## src/rtl/cacheline_adaptor_pkg.sv

```systemverilog
// Shared constants, state encoding and beat-offset helper for the cache line <-> burst adaptor.
package cacheline_adaptor_pkg;

  localparam int unsigned ADDR_WIDTH  = 32;
  localparam int unsigned LINE_WIDTH  = 256;
  localparam int unsigned BURST_WIDTH = 64;
  localparam int unsigned BEATS       = LINE_WIDTH / BURST_WIDTH;
  localparam int unsigned CNT_W       = $clog2(BEATS);
  localparam int unsigned LINE_IDX_W  = $clog2(LINE_WIDTH);

  // Clears the byte-offset bits so the burst always starts on a line boundary.
  localparam logic [ADDR_WIDTH-1:0] LINE_ADDR_MASK = ~ADDR_WIDTH'(LINE_WIDTH / 8 - 1);

  typedef logic [1:0] adaptor_state_t;

  localparam adaptor_state_t ST_IDLE  = 2'd0;
  localparam adaptor_state_t ST_READ  = 2'd1;
  localparam adaptor_state_t ST_WRITE = 2'd2;
  localparam adaptor_state_t ST_DONE  = 2'd3;

  function automatic logic [LINE_IDX_W-1:0] beat_lsb(input logic [CNT_W-1:0] beat);
    return LINE_IDX_W'(beat) << $clog2(BURST_WIDTH);
  endfunction

endpackage

```

## src/rtl/cacheline_adaptor.sv

```systemverilog
// Splits 256-bit cache line transfers into four 64-bit memory beats (low beat first)
// and reassembles read beats into a line; all outputs come straight from flops.
module cacheline_adaptor
  import cacheline_adaptor_pkg::*;
(
  input  logic                   clk,
  input  logic                   rst_n,
  input  logic [LINE_WIDTH-1:0]  line_i,
  output logic [LINE_WIDTH-1:0]  line_o,
  input  logic [ADDR_WIDTH-1:0]  address_i,
  input  logic                   read_i,
  input  logic                   write_i,
  output logic                   resp_o,
  input  logic [BURST_WIDTH-1:0] burst_i,
  output logic [BURST_WIDTH-1:0] burst_o,
  output logic [ADDR_WIDTH-1:0]  address_o,
  output logic                   read_o,
  output logic                   write_o,
  input  logic                   resp_i
);

  adaptor_state_t         state, state_next;
  logic [CNT_W-1:0]       cnt, cnt_next;
  logic [LINE_WIDTH-1:0]  wline, wline_next;
  logic [LINE_WIDTH-1:0]  rline_next;
  logic [ADDR_WIDTH-1:0]  addr_next;
  logic [BURST_WIDTH-1:0] burst_next;
  logic                   read_next, write_next, resp_next;
  logic                   last_beat;

  assign last_beat = (cnt == CNT_W'(BEATS - 1));

  // State, beat counter, line buffers and registered outputs.
  always_ff @(posedge clk or negedge rst_n) begin
    if (!rst_n) begin
      state     <= ST_IDLE;
      cnt       <= '0;
      wline     <= '0;
      line_o    <= '0;
      address_o <= '0;
      burst_o   <= '0;
      read_o    <= 1'b0;
      write_o   <= 1'b0;
      resp_o    <= 1'b0;
    end else begin
      state     <= state_next;
      cnt       <= cnt_next;
      wline     <= wline_next;
      line_o    <= rline_next;
      address_o <= addr_next;
      burst_o   <= burst_next;
      read_o    <= read_next;
      write_o   <= write_next;
      resp_o    <= resp_next;
    end
  end

  // Next-state and next-output logic; outputs are decoded from the next state
  // so they line up with the state they describe.
  always_comb begin
    state_next = state;
    cnt_next   = cnt;
    wline_next = wline;
    rline_next = line_o;
    addr_next  = address_o;

    case (state)
      ST_IDLE: begin
        if (write_i) begin
          addr_next  = address_i & LINE_ADDR_MASK;
          wline_next = line_i;
          cnt_next   = '0;
          state_next = ST_WRITE;
        end else if (read_i) begin
          addr_next  = address_i & LINE_ADDR_MASK;
          cnt_next   = '0;
          state_next = ST_READ;
        end
      end
      ST_READ: begin
        if (resp_i) begin
          rline_next[beat_lsb(cnt) +: BURST_WIDTH] = burst_i;
          cnt_next = cnt + CNT_W'(1);
          if (last_beat) begin
            state_next = ST_DONE;
          end
        end
      end
      ST_WRITE: begin
        if (resp_i) begin
          cnt_next = cnt + CNT_W'(1);
          if (last_beat) begin
            state_next = ST_DONE;
          end
        end
      end
      ST_DONE: begin
        state_next = ST_IDLE;
      end
      default: begin
        state_next = ST_IDLE;
      end
    endcase

    read_next  = (state_next == ST_READ);
    write_next = (state_next == ST_WRITE);
    resp_next  = (state_next == ST_DONE);
    burst_next = wline_next[beat_lsb(cnt_next) +: BURST_WIDTH];
  end

endmodule
```

## config.mk

```make
export PLATFORM = sky130hd
export DESIGN_NAME = cacheline_adaptor
export DESIGN_NICKNAME = d
export VERILOG_FILES = /design/src/rtl/cacheline_adaptor_pkg.sv /design/src/rtl/cacheline_adaptor.sv
export SDC_FILE = /design/constraint.sdc
export NUM_CORES = 1
export LEC_CHECK = 0
export BUFFER_PORTS_ARGS = -buffer_cell sky130_fd_sc_hd__buf_4
export CAP_MARGIN = 20
export CORE_AREA = 2 2 276 278
export DETAILED_ROUTE_END_ITERATION = 10
export DIE_AREA = 0 0 278 280
export PLACE_DENSITY = 0.58
export SLEW_MARGIN = 30
export SYNTH_ARGS = -nofsm -noshare
export SYNTH_HDL_FRONTEND = slang
export SYNTH_SLANG_ARGS = --single-unit
```

## constraint.sdc

```tcl
create_clock -name clk -period 2.5 [get_ports clk]
set_input_delay 0.375 -clock clk [delete_from_list [all_inputs] [get_ports clk]]
set_output_delay 0.375 -clock clk [all_outputs]
set_load 0.02 [all_outputs]
```

==> summary.md, run 1 <==
* **worst slew margin relative to its limit** 36.70%
* **post-CTS setup-driven buffer insertion count** 0
* **max-capacitance violation count** 0
* **maximum count of clock buffers along a single path** 3
* **vias in the first global route** 18.57k
* **fraction of registers with async set/reset** 100.0%
* **num ports** 712
* **number of buffers inserted by hold repair at cts** 271
* **number of port buffers** 701
* **synthesized area per cell** 15.66 sq um
* **register clock-pin slew on the reported worst setup and hold paths** 0.06 ns
* **number of distinct standard cells referenced by the synthesized netlist** 25
* **number of CTS-inserted buffers** 70
* **worst min-delay path category** input port to flop
* **initial core utilization** 31.28%
* **count of final max-slew check failures** 0
* **via total after detailed routing** 17.11k
* **post-synthesis mux area share** 21.72%
* **final cell area excluding filler cells** 0.03557 sq mm
* **number of clock sinks** 610
* **leakage power total** 17.00 nW
* **number of remaining DRC errors** 0
* **xor and xnor fraction of the mapped netlist area** 0%
* **final-layout fill cell count** 6607
* **first-pass GRT wire length** 115.7 mm
* **VDD IR-drop max** 0.6825 mV
* **vertical die dimension** 280 microns
* **combined area of all synthesized cells** 0.02352 sq mm
* **DP HPWL** 53.70 mm
* **final hold violation count** 0
* **drt first-iter violations** 898
* **largest net degree at the start of global routing** 66
* **area share of fa/ha/maj cells after synthesis** 0.4787%
* **WL per Instance** 21.68 microns
* **CTS tree** yes
* **number of instances in the synthesized netlist** 1502
* **Setup-failing EPs final** 0
* **largest family of logic cells by synthesized area** multiplexers
* **worst path arrival time** 2.76 ns
* **flip-flop and latch count after synthesis** 610
* **number of synthesized flops with an enable pin** 0
* **gr ovfl total** 0
* **post-cts resize count** 0
* **Worst Path Required** 2.96 ns
* **Die Area** 0.07784 sq mm
* **number of nets in the final layout** 2869
* **post-synthesis simple-gate area fraction** 0.5000%
* **outcome** finished, final reports clean
* **total number of placement rows** 101
* **number of antenna violations at the first check in global routing** 16
* **Antenna Nets Post-Route** 0
* **Die Span X** 278 microns
* **startpoint kind of the worst setup timing path** flop
* **Period Utilization, post-route** 92.24%
* **Setup crit end kind** flop
* **Vias/cell** 4.820
* **top cell type by total area after synthesis** dfrtp_1
* **sum of negative setup slack** 0 ns
* **Worst Skew** 0.02478 ns
* **placer congestion estimate** 0.8644
* **clock insertion delay at the later pin of the skew report** 0.60 ns
* **total power density per cell area** 1143 mW/mm^2
* **Root Buffer** clkbuf_16
* **first-pass iteration count of the detailed router** 5
* **yosys synthesis warning count** 0
* **category of the critical setup timing path** flop to flop
* **placed cell area** 0.03047 sq mm
* **Syn-to-layout area delta** 51.20%
* **placeable core region** 0.07519 sq mm
* **area share of the leading cell type in the synthesized netlist** 64.89%
* **post-detailed-routing wire length** 76.94 mm
* **Max Clk Rate** 0.4337 GHz
* **worst-path fanout max** 10
* **Least-Margin Pin Slew** 0.9495 ns
* **proportion of layout cells with a drive suffix above 1** 45.76%
* **crit path time final** 2.306 ns
* **main flop type after synthesis** dfrtp_1
* **most area-consuming cells after synthesis** dfrtp_1 65%, mux2_2 14%, a22o_1 9.6%
* **RSZ-0062 raised after global routing** false
* **total number of H-tree levels** 3
* **sequential fraction of the synthesis area** 64.89%
* **Compound-Gate Fraction of Synth Area** 9.840%
* **all-layer global routing usage** 19.33%
synthesized netlist by cell type, types with 3 or more instances:
cell        n
nand2_1     5
nand3_1     4
a22o_1    257
clkbuf_1   29
buf_2      72
dfrtp_1   610
buf_4       8
o21ai_0     4
nor2_1      6
buf_6       4
inv_1       6
ha_1        9
mux2i_1   192
mux2_2    283
nor4b_1     3
through the flow:
stage                     util (%)  total power [mW]  instances  hold WS (ns)  setup WS [ns]
after floorplan                  -             24.01       1506       0.07941         0.3846
final                        47.30             40.65       3549       0.04155         0.1941
after global routing         47.29             42.80       3546       0.01528        0.03455
after CTS                    47.26             41.16       3537    0.00008443         0.1086
after detailed placement     40.53             30.24       3138        0.4237         0.1348
after global placement       40.53             29.77       3138        0.4127         0.1462
cells by family (layout without fill, tap and decap cells):
family / Yosys count / in the layout
AO/OA/AOI/OAI: 267 / 267
multiplexers: 475 / 475
other: 1 / 17
adder cells (fa/ha/maj): 9 / 9
flip-flops: 610 / 610
AND/OR/NAND/NOR: 20 / 20
buffers and inverters: 120 / 1173
sequential cells by signal (all words and copies together), names as in the netlist:
name	flops
line_o	256
wline	256
burst_o	64
address_o	27
cnt	2
state	2
read_o	1
resp_o	1
write_o	1
cells in the final DEF (no fill, tap or decap), drive strengths merged:
cell | synthesis | layout
dfrtp | 610 | 610
o21ai | 5 | 5
o221ai | 1 | 1
ha | 9 | 9
mux2i | 192 | 192
a21o | 1 | 1
nor4b | 3 | 3
inv | 7 | 9
dlygate4sd3 | 0 | 271
clkinv | 0 | 13
a21oi | 1 | 1
nor2 | 6 | 6
clkbuf | 29 | 107
nand2 | 5 | 5
nand4b | 1 | 1
a21bo | 1 | 1
mux2 | 283 | 283
clkinvlp | 0 | 3
a22o | 257 | 257
nand3 | 4 | 4
nor4 | 1 | 1
bufinv | 0 | 3
conb | 1 | 5
diode | 0 | 12
o21a | 1 | 1
buf | 84 | 767
critical path, cell delays in order, from the launching register on:
cell      delay (ns)
dfrtp_1         0.40
inv_1           0.07
ha_1            0.35
nand4b_1        0.13
o21ai_0         0.15
a21oi_4         0.33
inv_6           0.07
buf_12          0.16
buf_4           0.19
mux2i_1         0.18
mux2i_1         0.09
area by class of cell:
| type | instances | area [sq um] | share of cell area [%] |
|---|---|---|---|
| Clock buffer | 107 | 2085 | 5.861 |
| Sequential cell | 610 | 15260 | 42.92 |
| Tap cell | 978 | 1224 | 3.441 |
| Inverter | 7 | 31.28 | 0.08795 |
| Antenna cell | 12 | 30.03 | 0.08443 |
| Multi-Input combinational cell | 776 | 7750 | 21.79 |
| Clock inverter | 21 | 265.3 | 0.7458 |
| Timing Repair Buffer | 1038 | 8916 | 25.07 |
path summary, 6_finish.rpt:
check / start / end / slack [ns] / cells after the start
max in group asynchronous: rst_n / line_o[97] / 1.21 / 3
min in group asynchronous: rst_n / wline[20] / 0.35 / 2
min: burst_i[4] / line_o[68] / 0.04 / 2
max reg2reg: state[0] / burst_o[32] / 0.19 / 10
max: state[0] / burst_o[32] / 0.19 / 10
min reg2reg: wline[140] / wline[140] / 0.49 / 1
power by group:
group | switching [mW] | total [mW] | internal (mW)
Combinational | 7.79 | 15.4 | 7.66
Sequential | 1.32 | 14.8 | 13.5
Clock | 4.23 | 10.4 | 6.13
Total | 13.3 | 40.7 | 27.3
layer usage:
metal / track usage [%] / up-vias / share of wire [%]
met1: 23.25 / 8754 / 39
met5: 0 / - / 0.074
met4: 6.930 / 8 / 3.2
met2: 32.28 / 658 / 49
met3: 6.495 / 124 / 8.7
li1: - / 7561 / -
Power figures use the tool's default switching activity.
==> inputs of run 2 (changes only) <==
PLACE_DENSITY = unset   (was 0.58)
==> summary.md, run 2 (synthesis results as in run 1) <==
* **final hold violation count** 0, unchanged
* **Vias/cell** 4.876, +1.2%
* **startpoint of the most critical setup path** state[0]
* **number of nets in the final layout** 2747, -4.3%
* **WL per Instance** 22.24 microns, +2.6%
* **most common cell after layout, fill and taps aside** buf_4
* **count of cell instances traversed by the critical path** 9, -1
* **worst hold path startpoint** line_i[189]
* **startpoint kind of the worst setup timing path** flop
* **Root Buffer** clkbuf_16
* **leakage power total** 16.44 nW, -3.3%
* **Setup-failing EPs final** 0, unchanged
* **Worst Path Required** 2.95 ns, about the same
* **initial core utilization** 31.28%, unchanged
* **top cell family by delay on the critical path** buffers and inverters
* **post-detailed-routing wire length** 75.85 mm, -1.4%
* **Max Clk Rate** 0.4258 GHz, -1.8%
* **proportion of layout cells with a drive suffix above 1** 48.13%, +2.4 points
* **Crit Reg-Reg Startpoint** state[0]
* **Worst Skew** 0.01881 ns, -0.005969 ns
* **number of CTS-inserted buffers** 68, -2.9%
* **maximum count of clock buffers along a single path** 3, unchanged
* **Setup crit end kind** flop
* **total number of placement rows** 101, unchanged
* **CTS tree** yes
* **largest registers** line_o (256), wline (256), burst_o (64)
* **placer congestion estimate** 0.8852, +2.4%
* **worst slew margin relative to its limit** 34.70%, -2.0 points
* **all-layer global routing usage** 19.09%, -0.24 points
* **placeable core region** 0.07519 sq mm, unchanged
* **worst-path fanout max** 24, +14
* **gr ovfl total** 0, unchanged
* **Die Area** 0.07784 sq mm, unchanged
* **cells along the critical path** inv_1, ha_1, nand2_1, o21ai_0, a21oi_4, inv_6, buf_12, mux2i_1, mux2i_1
* **first-pass iteration count of the detailed router** 5, unchanged
* **vertical die dimension** 280 microns, unchanged
* **VDD IR-drop max** 0.6393 mV, -6.3%
* **post-CTS setup-driven buffer insertion count** 0, unchanged
* **DP HPWL** 53.70 mm, about the same
* **Least-Margin Pin Slew** 0.9794 ns, +0.02989 ns
* **num ports** 712, unchanged
* **post-cts resize count** 0, unchanged
* **worst path arrival time** 2.80 ns, +0.04 ns
* **vias in the first global route** 18.02k, -3.0%
* **largest incremental delay on the critical path** 0.39 ns, about the same
* **clock insertion delay at the later pin of the skew report** 0.59 ns, about the same
* **category of the critical setup timing path** flop to flop
* **Syn-to-layout area delta** 45.27%
* **count of final max-slew check failures** 0, unchanged
* **drt first-iter violations** 814, -9.4%
* **CP Buf/Inv Count** 3, -1
* **largest net degree at the start of global routing** 76, +15%
* **register clock-pin slew on the reported worst setup and hold paths** 0.06 ns, about the same
* **number of clock sinks** 610, unchanged
* **Hold WS** 0.03705 ns, -0.004495 ns
* **via total after detailed routing** 16.63k, -2.8%
* **RSZ-0062 raised after global routing** true
* **R2R depth** 9, -1
* **crit path time final** 2.348 ns, +0.04255 ns
* **first-pass GRT wire length** 114.0 mm, -1.5%
* **number of antenna violations at the first check in global routing** 8, -8
* **total number of H-tree levels** 3, unchanged
* **Period Utilization, post-route** 93.94%, +1.7 points
* **count of cells along the worst hold path** 2, unchanged
* **sum of negative setup slack** 0 ns, unchanged
* **worst min-delay path category** input port to flop
* **total power density per cell area** 1180 mW/mm^2, +3.2%
* **Die Span X** 278 microns, unchanged
* **number of remaining DRC errors** 0, unchanged
* **outcome** finished, final reports clean
* **Antenna Nets Post-Route** 0, unchanged
* **Crit-path slowest cell** dfrtp_1
* **leading cell types in the layout, fill and taps excluded** 743 x buf_4, 610 x dfrtp_1, 283 x mux2_2
* **worst reg-to-reg setup slack** 0.15 ns, -0.04 ns
* **critical path's most frequent cell** mux2i_1
* **number of port buffers** 701, unchanged
* **max-capacitance violation count** 0, unchanged
==> run 2: per-layer routing <==
metal  share of wire [%]  vias to the layer above  track usage (%)
met3                 9.0                      136            6.478
met5               0.050                        -                0
met1                  39                     8484            22.61
met4                 3.8                        6            7.457
met2                  48                      693            31.97
li1                    -                     7313                -
==> run 2: layout make-up <==
cell class | count | area [sq um]
timing repair buffer | 918 | 7645
fill | 6679 | 41020
clock buffer | 104 | 2009
inverter | 7 | 31.28
clock inverter | 14 | 236.5
tap | 978 | 1224
multi-input combinational | 776 | 7750
sequential | 610 | 15260
antenna | 4 | 10.01
==> run 2: final timing paths <==
kind                                     to
worst max register to register  burst_o[24]
max in group asynchronous        wline[216]
worst min register to register   wline[255]
worst min-delay path             wline[189]
min in group asynchronous         wline[92]
worst max-delay path            burst_o[24]
==> run 2: metrics by stage <==
step	utilization [%]	worst slack (ns)	instances	power (mW)	area, sq um
after floorplan	-	0.3846	1506	24.01	23540
after global placement	40.54	0.1411	3146	29.84	30480
after detailed placement	40.54	0.1136	3146	30.32	30480
after CTS	45.43	0.1080	3407	40.79	34160
after global routing	45.43	-0.004964	3408	42.39	34160
final	45.44	0.1515	3411	40.32	34170
==> run 2: where the power goes <==
part / total (mW) / switching [mW] / internal [mW] / leakage, nW
clock: 10.1 / 4.03 / 6.07 / 1.10
combinational: 15.4 / 7.85 / 7.57 / 7.65
sequential: 14.8 / 1.29 / 13.5 / 7.69
total: 40.3 / 13.2 / 27.2 / 16.4
==> run 2: worst reg2reg max path, cell delays in order, from the launching register on <==
cell and delay (ns):
dfrtp_1 0.39, inv_1 0.06, ha_1 0.37, nand2_1 0.08, o21ai_0 0.29, a21oi_4 0.11, inv_6 0.27, buf_12 0.30
mux2i_1 0.26, mux2i_1 0.10
==> run 2: timing repair <==
item,in CTS,in global routing
setup endpoints to repair,0,1
hold buffers,143,0
hold endpoints to repair,211,0
==> inputs of run 3 (changes only) <==
GPL_TIMING_DRIVEN = 0   (was unset)
==> summary.md, run 3 (synthesis results as in run 1) <==
* **Setup-failing EPs final** 0, unchanged
* **final non-filler cell total** 3553, +4.2%
* **crit path time final** 2.415 ns, +0.06632 ns
* **all-layer global routing usage** 21.78%, +2.7 points
* **CTS tree** yes
* **sw power** 14.31 mW, +8.7%
* **Max Clk Rate** 0.4141 GHz, -2.7%
* **number of clock sinks** 610, unchanged
* **Syn-to-layout area delta** 49.36%
* **placer congestion estimate** 0.8944, +1.0%
* **number of antenna violations at the first check in global routing** 12, +4
* **Crit-path slowest cell** dfrtp_2
* **vias in the first global route** 18.88k, +4.7%
* **post-detailed-routing wire length** 86.65 mm, +14%
* **fraction of power spent switching nets** 34.28%, +1.6 points
* **sequential cell fraction of total power** 35.6%, -1.1 points
* **sum of negative setup slack** 0 ns, unchanged
* **first-pass GRT wire length** 125.3 mm, +9.9%
* **Least-Margin Pin Slew** 0.8426 ns, -0.1368 ns
* **proportion of layout cells with a drive suffix above 1** 46.98%, -1.1 points
* **first-pass iteration count of the detailed router** 5, unchanged
* **Hold WS** 0.03641 ns, -0.0006402 ns
* **combinational power share** 39.2%, +1.0 points
* **maximum count of clock buffers along a single path** 3, unchanged
* **startpoint kind of the worst setup timing path** flop
* **number of port buffers** 700, -0.14%
* **count of final max-slew check failures** 0, unchanged
* **R2R depth** 11, +2
* **VDD IR-drop max** 0.6888 mV, +7.8%
* **worst min-delay path category** input port to flop
* **Internal Pwr Total** 27.44 mW, +1.0%
* **Worst Path Required** 2.95 ns, about the same
* **total power density per cell area** 1188 mW/mm^2, +0.70%
* **leading cell types in the layout, fill and taps excluded** 727 x buf_4, 609 x dfrtp_1, 283 x mux2_2
* **Die Area** 0.07784 sq mm, unchanged
* **largest registers** line_o (256), wline (256), burst_o (64)
* **worst hold endpoint** line_o[18]
* **number of CTS-inserted buffers** 71, +4.4%
* **drt first-iter violations** 885, +8.7%
* **register clock-pin slew on the reported worst setup and hold paths** 0.06 ns, about the same
* **power consumption** 41.75 mW, +3.5%
* **Crit Reg-Reg Startpoint** cnt[0]
* **largest net degree at the start of global routing** 93, +22%
* **Vias/cell** 4.871, -0.10%
* **max-capacitance violation count** 0, unchanged
* **worst slew margin relative to its limit** 43.40%, +8.7 points
* **final hold violation count** 0, unchanged
* **clock network fraction of total power** 25.2%, +0.2 points
* **clock insertion delay at the later pin of the skew report** 0.61 ns, +0.02 ns
* **initial core utilization** 31.28%, unchanged
* **largest incremental delay on the critical path** 0.39 ns, about the same
* **Util after Layout** 46.73%, +1.3 points
* **worst path arrival time** 2.87 ns, +0.07 ns
* **Setup crit end kind** flop
* **num ports** 712, unchanged
* **leakage power total** 16.92 nW, +2.9%
* **Worst Skew** 0.03310 ns, +0.01429 ns
* **count of cells along the worst hold path** 2, unchanged
* **total number of H-tree levels** 3, unchanged
* **number of remaining DRC errors** 0, unchanged
* **worst hold path startpoint** burst_i[18]
* **count of placed standard cells including taps** 3191, +1.4%
* **Die Span X** 278 microns, unchanged
* **total number of placement rows** 101, unchanged
* **cells along the critical path** clkinvlp_4, ha_4, nand4b_1, o21ai_0, a21oi_1, buf_4, inv_6, buf_12, buf_12, mux2i_2, mux2i_2
* **Period Utilization, post-route** 96.59%, +2.7 points
* **placeable core region** 0.07519 sq mm, unchanged
* **number of nets in the final layout** 2882, +4.9%
* **most common cell after layout, fill and taps aside** buf_4
* **WL per Instance** 24.39 microns, +9.7%
* **vertical die dimension** 280 microns, unchanged
* **DP HPWL** 63.65 mm, +19%
* **RSZ-0062 raised after global routing** true
* **Root Buffer** clkbuf_16
* **Antenna Nets Post-Route** 0, unchanged
* **category of the critical setup timing path** flop to flop
* **final cell area excluding filler cells** 0.03513 sq mm, +2.8%
* **Post-Place Worst Slack** -0.4992 ns, -0.6128 ns
* **placed cell area** 0.03022 sq mm, -0.87%
* **worst-path fanout max** 10, -58%
* **outcome** finished, final reports clean
* **Reg-to-Reg End** burst_o[10]
* **gr ovfl total** 0, unchanged
* **worst setup slack after layout** 0.08522 ns, -0.06632 ns
* **worst reg-to-reg setup slack** 0.09 ns, -0.07 ns
* **via total after detailed routing** 17.31k, +4.1%
[run 3: cell count changes in the layout (fill, tap and decap cells not counted), sizes merged]
cell,before,now
buf,775,789
diode,4,6
clkinv,7,13
clkinvlp,0,5
bufinv,5,6
dlygate4sd3,143,228
clkbuf,104,131
inv,9,11
[run 3: layer usage]
layer / up-vias / GRT usage [%] / part of all wire, % / wire (microns)
met5: - / 0 / 0.073 / 63
met4: 10 / 9.716 / 4.2 / 3661
met3: 167 / 6.920 / 7.9 / 6835
met2: 697 / 37.19 / 49 / 42770
met1: 8849 / 25.04 / 38 / 33320
li1: 7584 / - / - / -
[run 3: layout make-up]
type,instances,area (sq um)
tap,978,1224
clock inverter,28,340.3
inverter,7,35.03
antenna,6,15.01
sequential,610,15270
clock buffer,98,2009
multi-input combinational,776,7747
buffer,113,744.5
fill,6646,40060
timing repair buffer,937,7752
[run 3: worst max path at each step]
stage,end,cells after the start,from,slack [ns]
global route,burst_o[49],11,cnt[0],-0.02
detailed placement,burst_o[51],10,cnt[0],-0.50
finish,burst_o[10],11,cnt[0],0.09
global placement,line_o[103],1,rst_n,-5.49
floorplan,burst_o[10],11,cnt[0],0.38
CTS,line_o[203],6,cnt[0],0.01
[run 3: what timing repair did]
item | 4_1_cts | 5_1_grt
hold buffers | 228 | 0
pin swaps | 0 | 2
gates resized for setup | 51 | 29
setup buffers | 1 | 1
setup endpoints to repair | 156 | 61
hold endpoints to repair | 360 | 0
[run 3: power groups by stage]
stage | Sequential, mW | Combinational [mW] | Clock [mW]
2_1_floorplan | 16.4 | 7.60 | 0
3_3_place_gp | 14.9 | 15.4 | 0
3_5_place_dp | 15.0 | 15.8 | 0
4_1_cts | 14.8 | 16.4 | 10.8
5_1_grt | 15.2 | 17.4 | 11.2
6_report | 14.8 | 16.4 | 10.5
[run 3: critical path, delay by kind of cell, from the launching register on]
kind	cells	cell delay [ns]
AO/OA/AOI/OAI	2	0.18
adder cells (fa/ha/maj)	1	0.35
buffers and inverters	5	0.84
flip-flops	1	0.39
multiplexers	2	0.37
AND/OR/NAND/NOR	1	0.09
